$ cat config.mk
export PLATFORM = sky130hd
export DESIGN_NAME = axi_lite_mem_responder_flat
export DESIGN_NICKNAME = d
export VERILOG_FILES = /design/src/rtl/axi_lite_pkg.sv /design/src/rtl/axi_lite_if.sv /design/src/rtl/axi_lite_rd_channel.sv /design/src/rtl/axi_lite_mem_responder.sv /design/src/flat_wrapper.sv
export SDC_FILE = /design/constraint.sdc
export NUM_CORES = 1
export LEC_CHECK = 0
export ABC_AREA = 1
export BUFFER_PORTS_ARGS = -buffer_cell sky130_fd_sc_hd__buf_2
export CAP_MARGIN = 20
export CELL_PAD_IN_SITES_DETAIL_PLACEMENT = 1
export CELL_PAD_IN_SITES_GLOBAL_PLACEMENT = 2
export CORE_UTILIZATION = 39
export DETAILED_ROUTE_END_ITERATION = 16
export PLACE_DENSITY = 0.85
export SLEW_MARGIN = 20
export SYNTH_ARGS = -nofsm -noshare
export SYNTH_HDL_FRONTEND = slang
export SYNTH_HIERARCHICAL = 1
export SYNTH_SLANG_ARGS = --single-unit
$ cat constraint.sdc
create_clock -name aclk -period 7.75 [get_ports aclk]
set_input_delay 0.3875 -clock aclk [delete_from_list [all_inputs] [get_ports aclk]]
set_output_delay 0.3875 -clock aclk [all_outputs]
set_load 0.1 [all_outputs]
$ cat src/rtl/axi_lite_pkg.sv
// Shared types for the AXI-Lite memory responder: bus widths, response codes,
// write/read FSM state encodings and the out-of-range address helper.
package axi_lite_pkg;
  localparam int ADDR_W = 32;
  localparam int DATA_W = 32;

  typedef logic [ADDR_W-1:0] addr_t;
  typedef logic [DATA_W-1:0] data_t;
  typedef logic [1:0]        resp_t;

  localparam resp_t RESP_OKAY   = 2'b00;
  localparam resp_t RESP_SLVERR = 2'b10;

  typedef enum logic [1:0] {W_IDLE, W_GOT_ADDR, W_GOT_DATA, W_RESP} wr_state_e;
  typedef enum logic [1:0] {R_IDLE, R_WAIT, R_DATA} rd_state_e;

  function automatic logic addr_oob(input addr_t a, input int unsigned depth);
    return a >= addr_t'(4 * depth);
  endfunction
endpackage

$ cat src/rtl/axi_lite_if.sv
// AXI-Lite bus bundle (AW/W/B/AR/R channels) with slave and master views.
interface axi_lite_if;
  import axi_lite_pkg::*;

  logic  awvalid;
  logic  awready;
  addr_t awaddr;
  logic  wvalid;
  logic  wready;
  data_t wdata;
  logic  bvalid;
  logic  bready;
  resp_t bresp;
  logic  arvalid;
  logic  arready;
  addr_t araddr;
  logic  rvalid;
  logic  rready;
  data_t rdata;
  resp_t rresp;

  modport slave (
    input  awvalid, awaddr, wvalid, wdata, bready, arvalid, araddr, rready,
    output awready, wready, bvalid, bresp, arready, rvalid, rdata, rresp
  );

  modport master (
    output awvalid, awaddr, wvalid, wdata, bready, arvalid, araddr, rready,
    input  awready, wready, bvalid, bresp, arready, rvalid, rdata, rresp
  );
endinterface

$ cat src/rtl/axi_lite_rd_channel.sv
// Read path: AR accept, RD_WAIT-cycle delay, registered rdata/rresp held until rready.
// AXI_LITE_SLVERR_EN: out-of-range addresses return SLVERR with rdata=0.
module axi_lite_rd_channel
  import axi_lite_pkg::*;
#(
  parameter  int MEM_DEPTH = 16,
  parameter  int RD_WAIT   = 1,
  localparam int IDX_W     = $clog2(MEM_DEPTH)
) (
  input  logic             aclk,
  input  logic             areset_n,
  input  logic             en,
  input  logic             arvalid,
  input  addr_t            araddr,
  output logic             arready,
  output logic             rvalid,
  input  logic             rready,
  output data_t            rdata,
  output resp_t            rresp,
  output logic [IDX_W-1:0] rd_idx,
  input  data_t            rd_word,
  output logic             busy
);
  rd_state_e  state_q, state_d;
  logic [2:0] cnt_q, cnt_d;
  addr_t      addr_q, addr_c;
  logic       load, sample, oob;
  logic       unused_addr;

  // With RD_WAIT=0 the sample happens on the AR edge itself, before addr_q is loaded.
  assign addr_c      = (state_q == R_IDLE) ? araddr : addr_q;
  assign rd_idx      = addr_c[2 +: IDX_W];
  assign unused_addr = ^addr_c;
`ifdef AXI_LITE_SLVERR_EN
  assign oob = addr_oob(addr_c, MEM_DEPTH);
`else
  assign oob = 1'b0;
`endif

  always_comb begin
    state_d = state_q;
    cnt_d   = cnt_q;
    arready = 1'b0;
    rvalid  = 1'b0;
    load    = 1'b0;
    sample  = 1'b0;
    case (state_q)
      R_IDLE: begin
        arready = en;
        if (arvalid && en) begin
          load = 1'b1;
          if (RD_WAIT == 0) begin
            state_d = R_DATA;
            sample  = 1'b1;
          end else begin
            state_d = R_WAIT;
            cnt_d   = 3'(RD_WAIT);
          end
        end
      end
      R_WAIT: begin
        cnt_d = cnt_q - 3'd1;
        if (cnt_q == 3'd1) begin
          state_d = R_DATA;
          sample  = 1'b1;
        end
      end
      R_DATA: begin
        rvalid = 1'b1;
        if (rready) state_d = R_IDLE;
      end
      default: state_d = R_IDLE;
    endcase
  end

  assign busy = (state_q != R_IDLE);

  always_ff @(posedge aclk or negedge areset_n) begin
    if (!areset_n) begin
      state_q <= R_IDLE;
      cnt_q   <= '0;
      addr_q  <= '0;
      rdata   <= '0;
      rresp   <= RESP_OKAY;
    end else begin
      state_q <= state_d;
      cnt_q   <= cnt_d;
      if (load) addr_q <= araddr;
      if (sample) begin
        rdata <= oob ? '0 : rd_word;
        rresp <= oob ? RESP_SLVERR : RESP_OKAY;
      end
    end
  end
endmodule

$ cat src/rtl/axi_lite_mem_responder.sv
// AXI-Lite slave backed by a MEM_DEPTH x 32-bit register memory; independent write/read FSMs.
// AXI_LITE_SLVERR_EN: out-of-range addresses answer SLVERR instead of wrapping.
module axi_lite_mem_responder
  import axi_lite_pkg::*;
#(
  parameter int MEM_DEPTH = 16,
  parameter int RD_WAIT   = 1
) (
  input  logic        aclk,
  input  logic        areset_n,
  axi_lite_if.slave   s_axi_lite,
  output logic        busy
);
  localparam int IDX_W = $clog2(MEM_DEPTH);

  wr_state_e        wr_q, wr_d;
  logic             en_q;
  addr_t            awaddr_q, waddr_c;
  data_t            wdata_q, wdata_c;
  logic             awready_c, wready_c, aw_hs, w_hs, commit, w_oob;
  logic             bvalid_q;
  resp_t            bresp_q;
  data_t            mem [MEM_DEPTH];
  logic [IDX_W-1:0] widx, rd_idx;
  logic             rd_busy;
  logic             unused_waddr;

  always_comb begin
    wr_d      = wr_q;
    awready_c = 1'b0;
    wready_c  = 1'b0;
    case (wr_q)
      W_IDLE:     begin awready_c = en_q; wready_c = en_q; end
      W_GOT_ADDR: wready_c  = 1'b1;
      W_GOT_DATA: awready_c = 1'b1;
      default:    ;
    endcase
    aw_hs = s_axi_lite.awvalid && awready_c;
    w_hs  = s_axi_lite.wvalid && wready_c;
    case (wr_q)
      W_IDLE: begin
        if (aw_hs && w_hs) wr_d = W_RESP;
        else if (aw_hs)    wr_d = W_GOT_ADDR;
        else if (w_hs)     wr_d = W_GOT_DATA;
      end
      W_GOT_ADDR: if (w_hs)  wr_d = W_RESP;
      W_GOT_DATA: if (aw_hs) wr_d = W_RESP;
      W_RESP:     if (bvalid_q && s_axi_lite.bready) wr_d = W_IDLE;
      default:    wr_d = W_IDLE;
    endcase
  end

  // The commit edge takes whichever half arrives on that edge straight from the bus.
  assign commit       = (wr_d == W_RESP) && (wr_q != W_RESP);
  assign waddr_c      = (wr_q == W_GOT_ADDR) ? awaddr_q : s_axi_lite.awaddr;
  assign wdata_c      = (wr_q == W_GOT_DATA) ? wdata_q : s_axi_lite.wdata;
  assign widx         = waddr_c[2 +: IDX_W];
  assign unused_waddr = ^waddr_c;
`ifdef AXI_LITE_SLVERR_EN
  assign w_oob = addr_oob(waddr_c, MEM_DEPTH);
`else
  assign w_oob = 1'b0;
`endif

  always_ff @(posedge aclk or negedge areset_n) begin
    if (!areset_n) begin
      wr_q     <= W_IDLE;
      en_q     <= 1'b0;
      bvalid_q <= 1'b0;
      bresp_q  <= RESP_OKAY;
      awaddr_q <= '0;
      wdata_q  <= '0;
    end else begin
      wr_q     <= wr_d;
      en_q     <= 1'b1;
      bvalid_q <= (wr_q == W_RESP) && !(bvalid_q && s_axi_lite.bready);
      if (aw_hs)  awaddr_q <= s_axi_lite.awaddr;
      if (w_hs)   wdata_q  <= s_axi_lite.wdata;
      if (commit) bresp_q  <= w_oob ? RESP_SLVERR : RESP_OKAY;
    end
  end

  always_ff @(posedge aclk or negedge areset_n) begin
    if (!areset_n) begin
      for (int i = 0; i < MEM_DEPTH; i++) mem[i] <= '0;
    end else if (commit && !w_oob) begin
      mem[widx] <= wdata_c;
    end
  end

  assign s_axi_lite.awready = awready_c;
  assign s_axi_lite.wready  = wready_c;
  assign s_axi_lite.bvalid  = bvalid_q;
  assign s_axi_lite.bresp   = bresp_q;
  assign busy               = (wr_q != W_IDLE) || rd_busy;

  axi_lite_rd_channel #(
    .MEM_DEPTH(MEM_DEPTH),
    .RD_WAIT  (RD_WAIT)
  ) u_rd (
    .aclk    (aclk),
    .areset_n(areset_n),
    .en      (en_q),
    .arvalid (s_axi_lite.arvalid),
    .araddr  (s_axi_lite.araddr),
    .arready (s_axi_lite.arready),
    .rvalid  (s_axi_lite.rvalid),
    .rready  (s_axi_lite.rready),
    .rdata   (s_axi_lite.rdata),
    .rresp   (s_axi_lite.rresp),
    .rd_idx  (rd_idx),
    .rd_word (mem[rd_idx]),
    .busy    (rd_busy)
  );
endmodule

$ cat src/flat_wrapper.sv
// flat-port wrapper written by rule: the top's interface ports become plain ports
module axi_lite_mem_responder_flat import axi_lite_pkg::*;
#(
  parameter int MEM_DEPTH = 16,
  parameter int RD_WAIT   = 1
)
  (aclk, areset_n, busy, s_axi_lite_awvalid, s_axi_lite_awaddr, s_axi_lite_wvalid, s_axi_lite_wdata, s_axi_lite_bready, s_axi_lite_arvalid, s_axi_lite_araddr, s_axi_lite_rready, s_axi_lite_awready, s_axi_lite_wready, s_axi_lite_bvalid, s_axi_lite_bresp, s_axi_lite_arready, s_axi_lite_rvalid, s_axi_lite_rdata, s_axi_lite_rresp);
  axi_lite_if s_axi_lite_i ();
  input  logic aclk;
  input  logic areset_n;
  output logic busy;
  input wire logic [$bits(s_axi_lite_i.awvalid)-1:0] s_axi_lite_awvalid;
  input wire logic [$bits(s_axi_lite_i.awaddr)-1:0] s_axi_lite_awaddr;
  input wire logic [$bits(s_axi_lite_i.wvalid)-1:0] s_axi_lite_wvalid;
  input wire logic [$bits(s_axi_lite_i.wdata)-1:0] s_axi_lite_wdata;
  input wire logic [$bits(s_axi_lite_i.bready)-1:0] s_axi_lite_bready;
  input wire logic [$bits(s_axi_lite_i.arvalid)-1:0] s_axi_lite_arvalid;
  input wire logic [$bits(s_axi_lite_i.araddr)-1:0] s_axi_lite_araddr;
  input wire logic [$bits(s_axi_lite_i.rready)-1:0] s_axi_lite_rready;
  output wire logic [$bits(s_axi_lite_i.awready)-1:0] s_axi_lite_awready;
  output wire logic [$bits(s_axi_lite_i.wready)-1:0] s_axi_lite_wready;
  output wire logic [$bits(s_axi_lite_i.bvalid)-1:0] s_axi_lite_bvalid;
  output wire logic [$bits(s_axi_lite_i.bresp)-1:0] s_axi_lite_bresp;
  output wire logic [$bits(s_axi_lite_i.arready)-1:0] s_axi_lite_arready;
  output wire logic [$bits(s_axi_lite_i.rvalid)-1:0] s_axi_lite_rvalid;
  output wire logic [$bits(s_axi_lite_i.rdata)-1:0] s_axi_lite_rdata;
  output wire logic [$bits(s_axi_lite_i.rresp)-1:0] s_axi_lite_rresp;
  assign s_axi_lite_i.awvalid = s_axi_lite_awvalid;
  assign s_axi_lite_i.awaddr = s_axi_lite_awaddr;
  assign s_axi_lite_i.wvalid = s_axi_lite_wvalid;
  assign s_axi_lite_i.wdata = s_axi_lite_wdata;
  assign s_axi_lite_i.bready = s_axi_lite_bready;
  assign s_axi_lite_i.arvalid = s_axi_lite_arvalid;
  assign s_axi_lite_i.araddr = s_axi_lite_araddr;
  assign s_axi_lite_i.rready = s_axi_lite_rready;
  assign s_axi_lite_awready = s_axi_lite_i.awready;
  assign s_axi_lite_wready = s_axi_lite_i.wready;
  assign s_axi_lite_bvalid = s_axi_lite_i.bvalid;
  assign s_axi_lite_bresp = s_axi_lite_i.bresp;
  assign s_axi_lite_arready = s_axi_lite_i.arready;
  assign s_axi_lite_rvalid = s_axi_lite_i.rvalid;
  assign s_axi_lite_rdata = s_axi_lite_i.rdata;
  assign s_axi_lite_rresp = s_axi_lite_i.rresp;
  axi_lite_mem_responder #(.MEM_DEPTH(MEM_DEPTH), .RD_WAIT(RD_WAIT)) u_core (.aclk(aclk), .areset_n(areset_n), .s_axi_lite(s_axi_lite_i), .busy(busy));
endmodule
==> metrics.cfg, run 1 <==
[timing]
layout_min_cycle_time_ns = 3.95
timing.fmax_mhz = 253
timing_hold_violations_final = 0
final.period_utilization_pct = 50.9
slew-limit-headroom_pct = 27.0
setup_viol = 0
grt_setup_unrepaired = false
tightest_slew_ns = 1.09
fin_setup_tns_ns = 0
final.setup_skew_ns = 0.0130
number_of_max_slew_violations_in_the_final_report = 0
final.hold.worst_slack_ns = 0.0438

[global_route]
pin_count_of_the_biggest_net_entering_global_routing = 193
vias_in_the_first_global_route = 26900
grt_antenna_before_repair = 0
track_usage_pct = 28.1
grt_remaining_overflow = 0
grt_pass1_wl_um = 164000

[synthesis]
count_of_warnings_emitted_by_yosys = 6
synth_area_leader = dfrtp_1
syn-mean-instance-area_um2 = 7.58
syn-instance-count = 3865
netlist_area_mm2 = 0.0293
ys_seq_elements = 593
synth_seq_area_share_pct = 50.6
synthDistinctLibCells = 26
yosysTopAreaCellShare_pct = 50.6
synth_top_cells_by_area = dfrtp_1 (51%), nand2_1 (17%), nand3_1 (13%), inv_1 (3.9%), o211ai_1 (3.3%)

[floorplan]
die_width_um = 276
placement_rows = 100
placeableCoreArea_mm2 = 0.0744
die_h_um = 276
die_area_mm2 = 0.0762
initial_core_util_pct = 39.4
top_level_ports = 145

[clock_network]
clk_transition_reported_paths_ns = 0.06
numCtsBuffers = 71
post-cts-setup-buffer-count = 0
clockRootBuffer = clkbuf_16
max_h_tree_level = 3
cts_tree = built
cts_num_sinks = 593
worst_skew_pair.late_latency_ns = 0.62
clockBufferDepth = 3
post_cts_resize_count = 0

[worst_setup_path]
timing.critical_path.mode_cell = nand3_1
setup.reg_to_reg.worst_slack_ns = 3.80
critical_path.cell_chain = nor2_1 > inv_2 > o21ai_4 > buf_4 > clkinv_2 > buf_4 > nand3_1 > nand3_1 > nand2_1 > nand3_1 > nand2_1
crit-reg2reg-launch = u_core/u_rd/state_q[1]
critPathCaptureType = flip-flop
critical_path_maximum_fanout = 38
worst-endpoint-arrival_ns = 4.50
critPathMaxStageDelay_ns = 0.83
critPathSlowestCell = clkinv_2
critical_path_class = reg -> reg
r2r_end = u_core/u_rd/rdata[0]
timing.critical_path.from = u_core/u_rd/state_q[1]
worstSetupStartpointType = flip-flop
worst_ep_required_time_ns = 8.30
worstSetupEndpoint = u_core/u_rd/rdata[0]
r2r_cells = 11

[place]
dp_hpwl_um = 54600
place.port_buffers = 84
dpl_cell_area_mm2 = 0.0305
post-place-cells = 4682
gp_congestion = 0.769

[detailed_routing]
total_wirelength_of_the_detailed_routed_design_um = 106000
drc_viols = 0
detail_route.iter0.violations = 2055
detail_route.first_pass.iterations = 7
drt-wirelength-per-cell_um = 22.1
detailroute.via_count = 26300
ant_nets = 0
post_drt_via_cell_ratio = 5.47

[power_and_ir_drop]
vdd_drop_max_v = 0.000423
power_density_mw_per_mm2 = 479
cellLeakagePower_nw = 16.9

[cells_and_area]
fillerInstances = 9044
register_area_mm2 = 0.0148
post-route-util_pct = 44.2
multiInputGateArea_mm2 = 0.0121
final_layout_size_suffix_gt1_share_pct = 8.83
finalInstanceArea_mm2 = 0.0329
num_antenna_cells = 0
final_common_cell = nand2_1
design.final.nets = 3894
final_cell_mix = nand2_1 (1341), nand3_1 (747), dfrtp_1 (593), inv_1 (307), o21ai_0 (169)
finish.cell_count_without_fillers = 4808
areaGrowthSynthToFinish_pct = 12.3

[run]
maxCapViolCount = 0

[worst_hold_path]
min-delay-start = s_axi_lite_wdata[9]
worstHoldPathType = in -> reg

[status]
result_of_the_run = finished, final reports clean

state kept, by name, indices dropped and copies added (netlist names):
register                  cells
u_core/awaddr_q               4
u_core/en_q                   1
u_core/mem                  512
u_core/s_axi_lite.bvalid      1
u_core/u_rd/addr_q            4
u_core/u_rd/cnt_q             3
u_core/u_rd/rdata            32
u_core/u_rd/state_q           2
u_core/wdata_q               32
u_core/wr_q                   2
cells in the mapped netlist:
master / number
a21oi_1: 159
buf_1: 20
buf_2: 135
buf_4: 4
buf_6: 3
clkbuf_1: 157
conb_1: 3
dfrtp_1: 593
ha_1: 2
inv_1: 308
inv_2: 6
mux2i_2: 1
nand2_1: 1343
nand2_2: 2
nand2_4: 1
nand3_1: 763
nand3_2: 2
nand3b_1: 3
nor2_1: 38
nor2_2: 17
nor2_4: 1
o211ai_1: 128
o21ai_0: 172
o21ai_1: 1
o31ai_1: 1
or2_2: 2
kinds of logic after synthesis:
group | share of synthesized area, %
AND/OR/NAND/NOR | 31.4
buffers and inverters | 8.81
flip-flops | 50.6
AO/OA/AOI/OAI | 8.98
other | 0.0384
adder cells (fa/ha/maj) | 0.0854
multiplexers | 0.0470
critical path: cells and delay by family, from the launching register on:
family	cells	cell delay [ns]
AOI/OAI and AO/OA	1	0.15
buffers and inverters	4	2.18
and+or+nand+nor	6	1.06
DFF	1	0.42
repair_timing:
item,4_1_cts,5_1_grt
setup endpoints to repair,0,0
endpoints found under the hold margin,86,0
hold buffers,3,0
metal layers:
metal	wire [um]	vias to the layer above	global-route usage [%]
li1	-	12300	-
met1	47100	13200	37.7
met2	50700	630	47.2
met3	4910	195	3.75
met4	3620	0	9.04
met5	0	-	0
worst min path at each step:
| stage | endpoint | slack (ns) | cells past startpoint |
|---|---|---|---|
| after detailed placement | u_core/mem[227] | 0.45 | 2 |
| final | u_core/wdata_q[9] | 0.04 | 3 |
| after global routing | u_core/u_rd/addr_q[3] | 0.05 | 3 |
| after floorplan | u_core/awaddr_q[2] | 0.09 | 0 |
| after CTS | u_core/wdata_q[4] | 0.02 | 3 |
| after global placement | u_core/mem[239] | 0.45 | 2 |
power by group:
part / total (mW) / internal (mW) / switching (mW)
clock network: 3.42 / 2.06 / 1.37
registers: 4.76 / 4.18 / 0.575
logic: 7.57 / 1.88 / 5.69
cell type report:
cell class / count / share of cell area, %
Sequential cell: 593 / 45.1
Multi-Input combinational cell: 2641 / 36.9
Clock buffer: 112 / 6.86
Tap cell: 969 / 3.69
Inverter: 314 / 3.59
Timing Repair Buffer: 168 / 3.49
Clock inverter: 11 / 0.361
per-stage QoR:
stage	setup WS, ns	power [mW]
finish	3.80	15.8
global route	3.61	16.8
CTS	3.81	15.8
detailed placement	3.83	12.3
global placement	3.85	12.2
floorplan	5.23	9.99
(Power assumes the default switching activity.)
==> run 2, diff against run 1 <==
Settings changed: CORE_UTILIZATION 39 to 37, PLACE_DENSITY 0.85 to 0.81.
Clock period 7.75 ns to 3.7 ns, I/O delays scaled along.
==> run 2 against run 1 <==
  * Global-route usage fell by 0.85 points
  * Maximum frequency grew 37%
  * Clock skew grew 0.0028 ns
  * Worst setup slack got worse by 3.0 ns
  * Highest routed layer unchanged
  * Sequential share of layout area down 1.5 points
==> metrics.cfg, run 2 (synthesis gave the netlist of run 1 again) <==
[power_and_ir_drop]
vdd_drop_max_v = 0.000798
power_frac_seq_pct = 29.4
power_density_mw_per_mm2 = 999
power_switching_mw = 16.2
cellLeakagePower_nw = 17.4
p_sw_share_pct = 47.7
power_frac_clock_pct = 22.1
power.combinational.fraction_pct = 48.6
cellInternalPower_mw = 17.8

[global_route]
grt_remaining_overflow = 0
grt_antenna_before_repair = 0
track_usage_pct = 27.3
pin_count_of_the_biggest_net_entering_global_routing = 139
vias_in_the_first_global_route = 27200
grt_pass1_wl_um = 169000

[timing]
layout_min_cycle_time_ns = 2.88
number_of_max_slew_violations_in_the_final_report = 0
final.setup_skew_ns = 0.0158
timing.fmax_mhz = 347
grt_setup_unrepaired = false
timing_hold_violations_final = 0
fin_setup_tns_ns = 0
final.period_utilization_pct = 77.9
setup_viol = 0
slew-limit-headroom_pct = 41.4
tightest_slew_ns = 0.879

[floorplan]
placement_rows = 102
top_level_ports = 145
die_h_um = 283
die_area_mm2 = 0.0803
placeableCoreArea_mm2 = 0.0778
initial_core_util_pct = 37.6
die_width_um = 283

[cells_and_area]
final_layout_size_suffix_gt1_share_pct = 9.35
finalInstanceArea_mm2 = 0.0341
areaGrowthSynthToFinish_pct = 16.2
regMostFlops = u_core/mem
final_common_cell = nand2_1
final_cell_mix = nand2_1 (1341), nand3_1 (747), dfrtp_1 (593), inv_1 (307), o21ai_0 (169)
fillerInstances = 9545
num_antenna_cells = 0
design.final.nets = 3977
register_area_mm2 = 0.0148
largest_register_ffs = 512
multiInputGateArea_mm2 = 0.0121
reg_top3 = u_core/mem (512), u_core/u_rd/rdata (32), u_core/wdata_q (32)

[clock_network]
clockBufferDepth = 3
cts_tree = built
cts_hold_buf = 49
worst_skew_pair.late_latency_ns = 0.62
post_cts_resize_count = 0
cts_num_sinks = 593
post-cts-setup-buffer-count = 0
clk_transition_reported_paths_ns = 0.06
clockRootBuffer = clkbuf_16
max_h_tree_level = 3
numCtsBuffers = 72

[worst_setup_path]
critical-path-top-delay-family = simple AND/OR/NAND/NOR gates
critPathSlowestCell = dfrtp_1
critical_path_class = reg -> reg
r2r_cells = 13
critPathCaptureType = flip-flop
critPathMaxStageDelay_ns = 0.41
crit_cells = 13
worst-endpoint-arrival_ns = 3.42
setup.reg_to_reg.worst_slack_ns = 0.82
worstSetupStartpointType = flip-flop
critical_path_maximum_fanout = 45
critical_path.cell_chain = nor2_1 > inv_2 > nand2_1 > nand2_4 > buf_12 > buf_12 > a21oi_1 > o21ai_0 > nand3_1 > nand3_1 > nand2_1 > nand3_1 > nand2_1
crit-reg2reg-launch = u_core/u_rd/state_q[1]
timing.critical_path.buf_inv = 3
worst_ep_required_time_ns = 4.24
r2r_end = u_core/u_rd/rdata[5]

[status]
result_of_the_run = finished, final reports clean

[place]
dp_hpwl_um = 60300
place.port_buffers = 84
gp_congestion = 0.763
dpl_cell_area_mm2 = 0.0311

[worst_hold_path]
worstHoldPathType = in -> async

[detailed_routing]
ant_nets = 0
detailroute.via_count = 26700
detail_route.iter0.violations = 1871
total_wirelength_of_the_detailed_routed_design_um = 108000
post_drt_via_cell_ratio = 5.37
drt-wirelength-per-cell_um = 21.8
drc_viols = 0
detail_route.first_pass.iterations = 5

[run]
maxCapViolCount = 0

[run 2: changes by cell type in the layout (fill, tap and decap cells not counted), sizes merged]
cell         previous run  this run
dlygate4sd3             3        49
buf                   165       201
bufinv                  2         8
clkinv                  6         9
clkbuf                112       110
clkinvlp                1         0
[run 2: worst max-delay path by stage]
| stage | start | end | slack (ns) |
|---|---|---|---|
| 6_report | u_core/u_rd/state_q[1] | u_core/u_rd/rdata[5] | 0.82 |
| 5_1_grt | u_core/u_rd/state_q[1] | u_core/u_rd/rdata[5] | 0.61 |
| 4_1_cts | u_core/u_rd/state_q[1] | u_core/u_rd/rdata[5] | 0.84 |
| 3_5_place_dp | u_core/u_rd/state_q[0] | u_core/u_rd/rdata[5] | 0.86 |
| 3_3_place_gp | u_core/u_rd/state_q[1] | u_core/u_rd/rdata[5] | 0.91 |
| 2_1_floorplan | u_core/u_rd/state_q[1] | u_core/u_rd/rdata[16] | 1.18 |
[run 2: area by class of cell]
type | count | share of cell area [%]
inverters | 314 | 3.46
clock buffers | 110 | 6.40
well taps | 1040 | 3.82
flip-flops and latches | 593 | 43.6
multi-input cells | 2641 | 35.5
repair buffers | 250 | 6.31
clock inverters | 19 | 0.900
[run 2: through the flow]
stage                     power, mW  worst slack, ns  utilization, %  hold slack (ns)  cells
final                          34.0            0.818            43.7            0.194   4967
after global placement         26.2            0.910            39.9            0.289   4789
after CTS                      34.2            0.841            43.7            0.229   4967
after global routing           36.4            0.607            43.7            0.281   4967
after floorplan                20.9             1.18               -           -0.111   3867
after detailed placement       26.5            0.860            39.9            0.287   4789
[run 2: per-layer routing]
layer | global-route usage [%] | up-vias | wire, um
li1 | - | 12500 | -
met1 | 37.0 | 13400 | 48700
met2 | 46.0 | 561 | 52600
met3 | 2.87 | 188 | 4100
met4 | 8.05 | 0 | 2970
met5 | 0 | - | 0
[run 2: power by group through the flow]
stage                     Sequential, mW  Clock [mW]  Combinational (mW)
after floorplan                     10.9           0                10.0
after global placement              9.99           0                16.2
after detailed placement            10.1           0                16.5
after CTS                           9.99        7.64                16.6
after global routing                10.3        7.90                18.2
final                               9.99        7.50                16.5
==> run 3, diff against run 2 <==
Clock period 3.7 ns to 3 ns, I/O delays scaled along.
==> run 3 against run 2 <==
  * Critical path depth fell by 1
  * Via count fell by 0.15%
  * Total power grew 23%
  * Wire length rose by 1.4%
  * Hold slack worse by 0.022 ns
  * Combinational power grew 26%
  * Final area grew 0.43%
  * Register-to-register slack got worse by 0.47 ns
  * Largest cell class unchanged
  * Highest routed layer unchanged
==> metrics.cfg, run 3 (synthesis gave the netlist of run 1 again) <==
[detailed_routing]
drt-wirelength-per-cell_um = 22.1
total_wirelength_of_the_detailed_routed_design_um = 110000
post_drt_via_cell_ratio = 5.35
detail_route.iter0.violations = 1988
ant_nets = 0
detailroute.via_count = 26600
drc_viols = 0
detail_route.first_pass.iterations = 5

[timing]
number_of_max_slew_violations_in_the_final_report = 0
final.hold.worst_slack_ns = 0.172
timing_hold_violations_final = 0
fin_setup_tns_ns = 0
final.period_utilization_pct = 88.4
setup_viol = 0
setup_ws_final_ns = 0.349
grt_setup_unrepaired = false
final.setup_skew_ns = 0.0261
slew-limit-headroom_pct = 29.7
timing.fmax_mhz = 377
layout_min_cycle_time_ns = 2.65
tightest_slew_ns = 1.05

[floorplan]
initial_core_util_pct = 37.6
placement_rows = 102
die_h_um = 283
die_area_mm2 = 0.0803
placeableCoreArea_mm2 = 0.0778
top_level_ports = 145
die_width_um = 283

[global_route]
pin_count_of_the_biggest_net_entering_global_routing = 171
track_usage_pct = 27.6
grt_remaining_overflow = 0
grt_pass1_wl_um = 170000
grt_antenna_before_repair = 1
vias_in_the_first_global_route = 27400

[power_and_ir_drop]
vdd_drop_max_v = 0.00113
cellInternalPower_mw = 21.8
p_sw_share_pct = 47.9
power.combinational.fraction_pct = 49.6
power_frac_seq_pct = 29.6
design_power_total_mw = 41.9
power_frac_clock_pct = 20.8
power_switching_mw = 20.1
power_density_mw_per_mm2 = 1220
cellLeakagePower_nw = 17.5

[clock_network]
cts_num_sinks = 593
clockRootBuffer = clkbuf_16
numCtsBuffers = 71
clk_transition_reported_paths_ns = 0.06
max_h_tree_level = 3
post-cts-setup-buffer-count = 0
cts_tree = built
worst_skew_pair.late_latency_ns = 0.63
clockBufferDepth = 3

[place]
dp_hpwl_um = 60400
post-place-cells = 4808
dpl_cell_area_mm2 = 0.0314
gp_congestion = 0.775
post-place-ws_ns = 0.385
place.port_buffers = 84

[cells_and_area]
num_antenna_cells = 0
post-route-util_pct = 43.9
design.final.nets = 3996
largest_register_ffs = 512
regMostFlops = u_core/mem
final_common_cell = nand2_1
finish.cell_count_without_fillers = 4980
final_layout_size_suffix_gt1_share_pct = 9.62
reg_top3 = u_core/mem (512), u_core/u_rd/rdata (32), u_core/wdata_q (32)
finalInstanceArea_mm2 = 0.0342
areaGrowthSynthToFinish_pct = 16.7
final_cell_mix = nand2_1 (1341), nand3_1 (747), dfrtp_1 (593), inv_1 (307), o21ai_0 (169)

[worst_setup_path]
worst_ep_required_time_ns = 3.50
worst-endpoint-arrival_ns = 3.15
critical_path_class = reg -> reg
worstSetupStartpointType = flip-flop
critical_path_maximum_fanout = 41
critPathCaptureType = flip-flop

[run]
maxCapViolCount = 0

[status]
result_of_the_run = finished, final reports clean

[worst_hold_path]
worstHoldPathType = in -> async

==> run 3: cell count changes in the layout (fill, tap and decap cells not counted), sizes merged <==
cell,before,now
clkbuf,110,114
clkinv,9,7
dlygate4sd3,49,50
inv,316,314
buf,201,220
bufinv,8,1
==> run 3: path summary, 6_finish.rpt <==
check,from,endpoint,slack (ns),cells after the start
worst min-delay path,areset_n,u_core/wdata_q[24],0.17,2
min in group aclk,s_axi_lite_wvalid,u_core/wr_q[1],0.20,5
worst max register to register,u_core/u_rd/state_q[1],u_core/u_rd/rdata[30],0.35,12
worst min register to register,u_core/u_rd/rdata[22],u_core/u_rd/rdata[22],0.46,2
max in group asynchronous,areset_n,u_core/mem[38],1.87,3
worst max-delay path,u_core/u_rd/state_q[1],u_core/u_rd/rdata[30],0.35,12
==> run 3: area by class of cell <==
class	count	area [um2]
inverters	314	1180
clock buffers	114	2240
clock inverters	8	83.8
repair buffers	270	2450
flip-flops and latches	593	14800
fillers	9442	43600
multi-input cells	2641	12100
well taps	1040	1300
==> run 3: timing repair <==
action                                 CTS  global route
gates resized for setup                  0             0
hold buffers                            50             0
endpoints found under the hold margin  112             0
setup endpoints to repair                0             0
==> run 3: critical path, cell delays in order, from the launching register on <==
cell and delay (ns):
dfrtp_1 0.42, nor2_1 0.33, inv_2 0.20, o21ai_4 0.23, buf_12 0.27, buf_4 0.28, nand2_1 0.08, o211ai_1 0.08
nand3_1 0.09, nand3_1 0.19, nand2_1 0.14, nand3_1 0.11, nand2_1 0.06
==> run 3: layer usage <==
layer  part of all wire [%]  up-vias  GRT usage, %
met1                     45    13400          37.8
met5                      0        -             0
met2                     48      588          46.2
met3                    4.3      175          3.45
li1                       -    12500             -
met4                    2.5        0          7.23
==> run 3: power by group through the flow <==
| stage | sequential, mW | combinational [mW] | clock (mW) |
|---|---|---|---|
| final | 12.4 | 20.8 | 8.72 |
| after global placement | 12.4 | 20.3 | 0 |
| after floorplan | 13.5 | 12.3 | 0 |
| after detailed placement | 12.5 | 20.7 | 0 |
| after CTS | 12.4 | 20.8 | 8.91 |
| after global routing | 12.7 | 22.8 | 9.19 |
